===== config.mk =====
export PLATFORM = sky130hd
export DESIGN_NAME = adpcm_enc_mc_flat
export DESIGN_NICKNAME = d
export VERILOG_FILES = /design/src/rtl/adpcm_enc_mc_if.sv /design/src/rtl/adpcm_enc_mc.sv /design/src/flat_wrapper.sv
export SDC_FILE = /design/constraint.sdc
export NUM_CORES = 1
export LEC_CHECK = 0
export BUFFER_PORTS_ARGS = -buffer_cell sky130_fd_sc_hd__buf_2
export CORE_ASPECT_RATIO = 0.9
export CORE_MARGIN = 1.5
export CORE_UTILIZATION = 58
export DETAILED_ROUTE_END_ITERATION = 8
export GPL_ROUTABILITY_DRIVEN = 0
export PLACE_DENSITY = 0.74
export SLEW_MARGIN = 40
export SYNTH_ARGS = -nofsm -noshare
export SYNTH_HDL_FRONTEND = slang
export SYNTH_SLANG_ARGS = --single-unit

===== constraint.sdc =====
create_clock -name clk -period 9.2 [get_ports clk]
set_input_delay 1.38 -clock clk [delete_from_list [all_inputs] [get_ports clk]]
set_output_delay 1.38 -clock clk [all_outputs]
set_load 0.02 [all_outputs]

===== src/rtl/adpcm_enc_mc_if.sv =====
// Sample-in / code-out handshake bundle for the multi-channel IMA ADPCM encoder.
interface adpcm_enc_mc_if #(
  parameter int PCM_W = 16
);
  logic                    in_valid;
  logic                    in_ready;
  logic signed [PCM_W-1:0] in_pcm;
  logic [2:0]              in_ch;
  logic                    out_valid;
  logic                    out_ready;
  logic [3:0]              out_code;
  logic [2:0]              out_ch;

  modport slave (
    input  in_valid, in_pcm, in_ch, out_ready,
    output in_ready, out_valid, out_code, out_ch
  );

  modport master (
    output in_valid, in_pcm, in_ch, out_ready,
    input  in_ready, out_valid, out_code, out_ch
  );
endinterface


===== src/rtl/adpcm_enc_mc.sv =====
// Multi-channel IMA ADPCM encoder, one successive-approximation bit per cycle.
// Optional predictor clamp counter enabled by defining ADPCM_CLIP_CNT_EN.
module adpcm_enc_mc #(
  parameter int NUM_CH = 2,
  parameter int PCM_W  = 16
) (
  input  logic          clk,
  input  logic          rst_n,
  input  logic          clr,
  adpcm_enc_mc_if.slave bus,
  output logic          ch_err,
  output logic [7:0]    clip_cnt
);

  localparam logic [14:0] StepTab [89] = '{
    15'd7,     15'd8,     15'd9,     15'd10,    15'd11,    15'd12,    15'd13,    15'd14,
    15'd16,    15'd17,    15'd19,    15'd21,    15'd23,    15'd25,    15'd28,    15'd31,
    15'd34,    15'd37,    15'd41,    15'd45,    15'd50,    15'd55,    15'd60,    15'd66,
    15'd73,    15'd80,    15'd88,    15'd97,    15'd107,   15'd118,   15'd130,   15'd143,
    15'd157,   15'd173,   15'd190,   15'd209,   15'd230,   15'd253,   15'd279,   15'd307,
    15'd337,   15'd371,   15'd408,   15'd449,   15'd494,   15'd544,   15'd598,   15'd658,
    15'd724,   15'd796,   15'd876,   15'd963,   15'd1060,  15'd1166,  15'd1282,  15'd1411,
    15'd1552,  15'd1707,  15'd1878,  15'd2066,  15'd2272,  15'd2499,  15'd2749,  15'd3024,
    15'd3327,  15'd3660,  15'd4026,  15'd4428,  15'd4871,  15'd5358,  15'd5894,  15'd6484,
    15'd7132,  15'd7845,  15'd8630,  15'd9493,  15'd10442, 15'd11487, 15'd12635, 15'd13899,
    15'd15289, 15'd16818, 15'd18500, 15'd20350, 15'd22385, 15'd24623, 15'd27086, 15'd29794,
    15'd32767
  };
  localparam logic [3:0] NumCh = 4'(NUM_CH);

  typedef enum logic [2:0] {StIdle, StE2, StE1, StE0, StUpd, StOut} state_e;
  state_e state_q, state_d;

  logic               started_q, ch_err_q;
  logic signed [15:0] pred_q [NUM_CH];
  logic [6:0]         idx_q  [NUM_CH];
  logic signed [15:0] x_q;
  logic [2:0]         ch_q, mag_q, och_q;
  logic               sign_q;
  logic [16:0]        diff_q, vp_q;
  logic [14:0]        step_q;
  logic [3:0]         code_q;

  logic               accept, ch_ok, hit, sat_hi, sat_lo;
  logic signed [15:0] x_in, cur_pred, new_pred;
  logic [6:0]         cur_idx, new_idx;
  logic [14:0]        tab_step, cmp_step;
  logic signed [16:0] diff_full;
  logic [16:0]        cmp_diff;
  logic signed [17:0] pred_s, vp_s, sum;
  logic signed [7:0]  idx_adj, idx_sum;

  assign bus.in_ready  = started_q && (state_q == StIdle);
  assign bus.out_valid = (state_q == StOut);
  assign bus.out_code  = code_q;
  assign bus.out_ch    = och_q;
  assign ch_err        = ch_err_q;

  assign ch_ok  = {1'b0, bus.in_ch} < NumCh;
  assign accept = bus.in_valid && bus.in_ready && !clr;
  assign x_in   = 16'(bus.in_pcm) << (16 - PCM_W);

  always_comb begin
    cur_pred = '0;
    cur_idx  = '0;
    for (int c = 0; c < NUM_CH; c++) begin
      if (ch_q == 3'(c)) begin
        cur_pred = pred_q[c];
        cur_idx  = idx_q[c];
      end
    end
  end

  // Successive-approximation datapath: E2 starts from |x-pred| and the full step,
  // E1/E0 refine with the halved and quartered step.
  always_comb begin
    tab_step  = StepTab[cur_idx];
    diff_full = 17'(x_q) - 17'(cur_pred);
    if (state_q == StE2) begin
      cmp_diff = diff_full[16] ? 17'(-diff_full) : 17'(diff_full);
      cmp_step = tab_step;
    end else begin
      cmp_diff = diff_q;
      cmp_step = (state_q == StE1) ? (step_q >> 1) : (step_q >> 2);
    end
    hit = cmp_diff >= 17'(cmp_step);
  end

  always_comb begin
    pred_s   = 18'(cur_pred);
    vp_s     = $signed({1'b0, vp_q});
    sum      = sign_q ? (pred_s - vp_s) : (pred_s + vp_s);
    sat_hi   = sum > 18'sd32767;
    sat_lo   = sum < -18'sd32768;
    new_pred = sat_hi ? 16'sh7fff : (sat_lo ? 16'sh8000 : sum[15:0]);
    idx_adj  = mag_q[2] ? {4'b0000, 3'({1'b0, mag_q[1:0]} + 3'd1), 1'b0} : 8'hff;
    idx_sum  = $signed({1'b0, cur_idx}) + idx_adj;
    if (idx_sum < 8'sd0)       new_idx = 7'd0;
    else if (idx_sum > 8'sd88) new_idx = 7'd88;
    else                       new_idx = idx_sum[6:0];
  end

  always_comb begin
    state_d = state_q;
    unique case (state_q)
      StIdle: if (accept && ch_ok) state_d = StE2;
      StE2:   state_d = StE1;
      StE1:   state_d = StE0;
      StE0:   state_d = StUpd;
      StUpd:  state_d = StOut;
      StOut:  if (bus.out_ready) state_d = StIdle;
      default: state_d = StIdle;
    endcase
    if (clr) state_d = StIdle;
  end

  always_ff @(posedge clk or negedge rst_n) begin
    if (!rst_n) state_q <= StIdle;
    else        state_q <= state_d;
  end

  always_ff @(posedge clk or negedge rst_n) begin
    if (!rst_n) begin
      started_q <= 1'b0;
      x_q       <= '0;
      ch_q      <= '0;
      sign_q    <= 1'b0;
      diff_q    <= '0;
      vp_q      <= '0;
      step_q    <= '0;
      mag_q     <= '0;
      code_q    <= '0;
      och_q     <= '0;
    end else begin
      started_q <= 1'b1;
      if (accept) begin
        x_q  <= x_in;
        ch_q <= bus.in_ch;
      end
      if (state_q inside {StE2, StE1, StE0}) begin
        diff_q <= hit ? (cmp_diff - 17'(cmp_step)) : cmp_diff;
        vp_q   <= ((state_q == StE2) ? 17'(tab_step >> 3) : vp_q) +
                  (hit ? 17'(cmp_step) : 17'd0);
        mag_q  <= {(state_q == StE2) ? 2'b00 : mag_q[1:0], hit};
        if (state_q == StE2) begin
          step_q <= tab_step;
          sign_q <= diff_full[16];
        end
      end
      if (state_q == StUpd && !clr) begin
        code_q <= {sign_q, mag_q};
        och_q  <= ch_q;
      end
    end
  end

  always_ff @(posedge clk or negedge rst_n) begin
    if (!rst_n) begin
      ch_err_q <= 1'b0;
      for (int c = 0; c < NUM_CH; c++) begin
        pred_q[c] <= '0;
        idx_q[c]  <= '0;
      end
    end else if (clr) begin
      ch_err_q <= 1'b0;
      for (int c = 0; c < NUM_CH; c++) begin
        pred_q[c] <= '0;
        idx_q[c]  <= '0;
      end
    end else begin
      // Out-of-range tags are swallowed: flag only, FSM stays idle.
      if (accept && !ch_ok) ch_err_q <= 1'b1;
      if (state_q == StUpd) begin
        for (int c = 0; c < NUM_CH; c++) begin
          if (ch_q == 3'(c)) begin
            pred_q[c] <= new_pred;
            idx_q[c]  <= new_idx;
          end
        end
      end
    end
  end

`ifdef ADPCM_CLIP_CNT_EN
  logic [7:0] clip_q;

  always_ff @(posedge clk or negedge rst_n) begin
    if (!rst_n) begin
      clip_q <= '0;
    end else if (clr) begin
      clip_q <= '0;
    end else if (state_q == StUpd && (sat_hi || sat_lo) && clip_q != 8'hff) begin
      clip_q <= clip_q + 8'd1;
    end
  end

  assign clip_cnt = clip_q;
`else
  assign clip_cnt = '0;
`endif

endmodule


===== src/flat_wrapper.sv =====
// flat-port wrapper written by rule: the top's interface ports become plain ports
module adpcm_enc_mc_flat 
#(
  parameter int NUM_CH = 2,
  parameter int PCM_W  = 16
)
  (clk, rst_n, clr, ch_err, clip_cnt, bus_in_valid, bus_in_pcm, bus_in_ch, bus_out_ready, bus_in_ready, bus_out_valid, bus_out_code, bus_out_ch);
  adpcm_enc_mc_if #(.PCM_W(PCM_W)) bus_i ();
  input  logic clk;
  input  logic rst_n;
  input  logic clr;
  output logic ch_err;
  output logic [7:0] clip_cnt;
  input wire logic [$bits(bus_i.in_valid)-1:0] bus_in_valid;
  input wire logic [$bits(bus_i.in_pcm)-1:0] bus_in_pcm;
  input wire logic [$bits(bus_i.in_ch)-1:0] bus_in_ch;
  input wire logic [$bits(bus_i.out_ready)-1:0] bus_out_ready;
  output wire logic [$bits(bus_i.in_ready)-1:0] bus_in_ready;
  output wire logic [$bits(bus_i.out_valid)-1:0] bus_out_valid;
  output wire logic [$bits(bus_i.out_code)-1:0] bus_out_code;
  output wire logic [$bits(bus_i.out_ch)-1:0] bus_out_ch;
  assign bus_i.in_valid = bus_in_valid;
  assign bus_i.in_pcm = bus_in_pcm;
  assign bus_i.in_ch = bus_in_ch;
  assign bus_i.out_ready = bus_out_ready;
  assign bus_in_ready = bus_i.in_ready;
  assign bus_out_valid = bus_i.out_valid;
  assign bus_out_code = bus_i.out_code;
  assign bus_out_ch = bus_i.out_ch;
  adpcm_enc_mc #(.NUM_CH(NUM_CH), .PCM_W(PCM_W)) u_core (.clk(clk), .rst_n(rst_n), .clr(clr), .bus(bus_i), .ch_err(ch_err), .clip_cnt(clip_cnt));
endmodule

==> flow_metrics.env <==
export IMPL_cp_required_ps=9520
export IMPL_synthFlopType="dfrtp_1"
export IMPL_clk_pin_slew_ps=70
export IMPL_die_area_um2=22400
export IMPL_slowest_delay_ps=440
export IMPL_cts_hold_buf=0
export IMPL_cts_buffers_inserted=17
export IMPL_vias=12100
export IMPL_slew_viol_final=0
export IMPL_endpoint_kind="flop"
export IMPL_hpwl_um=26300
export IMPL_pre_cts_ws_ps=445
export IMPL_whs_endpoint="u_core.idx_q[0]"
export IMPL_crit_fanout=17
export IMPL_syn_area_um2=12400
export IMPL_clock_latency_ps=450
export IMPL_clockRootBuffer="clkbuf_16"
export IMPL_max_freq_mhz=116
export IMPL_ys_seq_area_share_pct=25.9
export IMPL_io_pins=42
export IMPL_synth_top_area_cell="dfrtp_1"
export IMPL_vdd_ir_drop_max_mv=0.143
export IMPL_first_pass_iters=5
export IMPL_start_util_pct=59.6
export IMPL_track_usage_pct=32.7
export IMPL_nFillCells=1885
export IMPL_crit_path_top_delay_cell="fa_1"
export IMPL_netlist_cell_type_count=96
export IMPL_p_total_w=0.00407
export IMPL_p_seq_share_pct=21.3
export IMPL_critPathArrivalTime_ps=8950
export IMPL_relSlewSlack_pct=49.2
export IMPL_setup_viol_count_final=0
export IMPL_hold_path_class="reg -> reg"
export IMPL_setup_ws_ps=567
export IMPL_yosys_register_bits=129
export IMPL_yosys_top_cells_area="dfrtp_1, ha_1, nor2_1"
export IMPL_synth_most_common_cell="nor2_1"
export IMPL_nets=1681
export IMPL_routed_wl_um=35800
export IMPL_skew_ps=21.7
export IMPL_postSynthCellCount=1577
export IMPL_antenna_found_initial=0
export IMPL_post_route_period_util_pct=93.8
export IMPL_regToRegSetupSlack_ps=570
export IMPL_route_detailed_drc=0
export IMPL_synth_top_area_share_pct=25.9
export IMPL_critical_path_startpoint="u_core.ch_q[1]"
export IMPL_clock_sinks=129
export IMPL_drive_gt1_share_pct=12.9
export IMPL_finalInstanceArea_um2=13500
export IMPL_row_count=50
export IMPL_finalHoldViolCount=0
export IMPL_cts_tree="built"
export IMPL_min_period_ps=8630
export IMPL_synthTopCellsByCount="nor2_1, nand2_1, dfrtp_1"
export IMPL_synth_area_per_cell_um2=7.89
export IMPL_tns_ps=0
export IMPL_reg2reg_to="u_core.vp_q[14]"
export IMPL_power_leakage_nw=5.91
export IMPL_area_delta_synth_final_pct=8.77
export IMPL_crit_type="reg -> reg"
export IMPL_grt_max_degree=80
export IMPL_cts_buffer_depth=2
export IMPL_crit_path_start_kind="flop"
export IMPL_drv_cap=0
export IMPL_r2r_start="u_core.ch_q[1]"
export IMPL_ys_warn_count=0
export IMPL_synthArstFlopShare_pct=100
export IMPL_p_sw_w=0.00198
export IMPL_switching_share_pct=48.5
export IMPL_io_buffers=33
export IMPL_grt_pass1_vias=11000
export IMPL_holdPathStages=2
export IMPL_clkPwrFrac_pct=17.8
export IMPL_die_w_um=157
export IMPL_p_int_w=0.00210
export IMPL_pwr_share_comb_pct=60.9
export IMPL_synth_edf_count=0
export IMPL_worst_slew_pin_slew_ps=763
export IMPL_grt_pass1_wl_um=57800
export IMPL_place_area_um2=12900
export IMPL_core_um2=20900
export IMPL_ff2ff_path_depth=41
export IMPL_via_per_inst=6.46
export IMPL_grt_ovfl_total=0
export IMPL_dieHeight_um=142
export IMPL_routedWlPerCell_um=19.1
export IMPL_htree_num_levels=4
export IMPL_postRouteAntennaNets=0
export IMPL_hp_start="u_core.idx_q[0]"
export IMPL_status="finished, final reports clean"
export IMPL_diodes=0
export IMPL_drt_initial_drc_count=1187
export IMPL_power_density_nw_per_um2=301
logic make-up after synthesis:
kind of cell / share of synthesized area (%)
flops: 25.9
other cells: 0.0603
xor+xnor: 5.72
mux: 6.42
fa+ha+maj: 9.36
buf+inv: 5.73
simple gates: 21.4
compound gates: 25.4
state kept, by name, indices dropped and copies added (netlist names):
name,count
u_core.pred_q,32
u_core.diff_q,17
u_core.vp_q,17
u_core.x_q,16
u_core.idx_q,14
u_core.step_q,14
u_core.bus.out_code,4
u_core.bus.out_ch,3
u_core.ch_q,3
u_core.mag_q,3
u_core.state_q,3
u_core.ch_err,1
u_core.sign_q,1
u_core.started_q,1
cell usage in the layout, fill, tap and decap left out, types with 44 or more instances in the layout:
cell type  synthesis  final
dfrtp_1          129    129
a21oi_1          121    119
mux2_2            44     44
inv_1             66     66
ha_1              81     81
nand3_1           44     44
o21ai_0           90     88
nand2_1          167    167
nor2_1           176    173
xnor2_1           60     60
cell type report:
type	instances	area, um^2	area share (%)
multi-input combinational	1284	8610	63.6
sequential	129	3230	23.8
timing repair buffer	70	473	3.49
clock buffer	17	425	3.14
tap	286	358	2.64
inverter	69	259	1.91
clock inverter	15	185	1.37
power by group through the flow:
stage               Clock (W)  Combinational, W  Sequential (W)
floorplan                   0           0.00188        0.000808
global placement            0           0.00233        0.000866
detailed placement          0           0.00237        0.000872
CTS                  0.000728           0.00239        0.000863
global route         0.000753           0.00273        0.000888
finish               0.000724           0.00248        0.000868
metrics by stage:
step | util, % | hold WS (ps) | instances
6_report | 64.8 | 476 | 1870
5_1_grt | 64.8 | 491 | 1870
4_1_cts | 64.5 | 474 | 1868
3_5_place_dp | 61.6 | 456 | 1836
3_3_place_gp | 61.4 | 450 | 1835
2_1_floorplan | - | 433 | 1584
critical path, delay by kind of cell, from the launching register on:
| kind | cells | cell delay, ps |
|---|---|---|
| flops | 1 | 430 |
| compound gates | 27 | 5320 |
| buf+inv | 4 | 500 |
| fa+ha+maj | 5 | 1510 |
| simple gates | 5 | 750 |
worst max path at each step:
stage,to,slack (ps),depth (start not counted)
after floorplan,u_core.vp_q[15],440,46
after global placement,u_core.vp_q[15],770,39
after detailed placement,u_core.vp_q[14],450,40
after CTS,u_core.vp_q[15],350,39
after global routing,u_core.vp_q[14],-40,41
final,u_core.vp_q[14],570,41
timing repair:
| item | 4_1_cts | 5_1_grt |
|---|---|---|
| setup buffers | 0 | 2 |
| gates resized for setup | 0 | 11 |
| setup endpoints to repair | 0 | 6 |
layer usage:
metal  track usage [%]  up-vias  routed length, um
met5                 0        -                  0
met1              47.7     5713              16300
met4              12.3        0               1060
li1                  -     5708                  -
met2              48.7      582              15500
met3              5.05       86               2890
(Power assumes the default switching activity.)
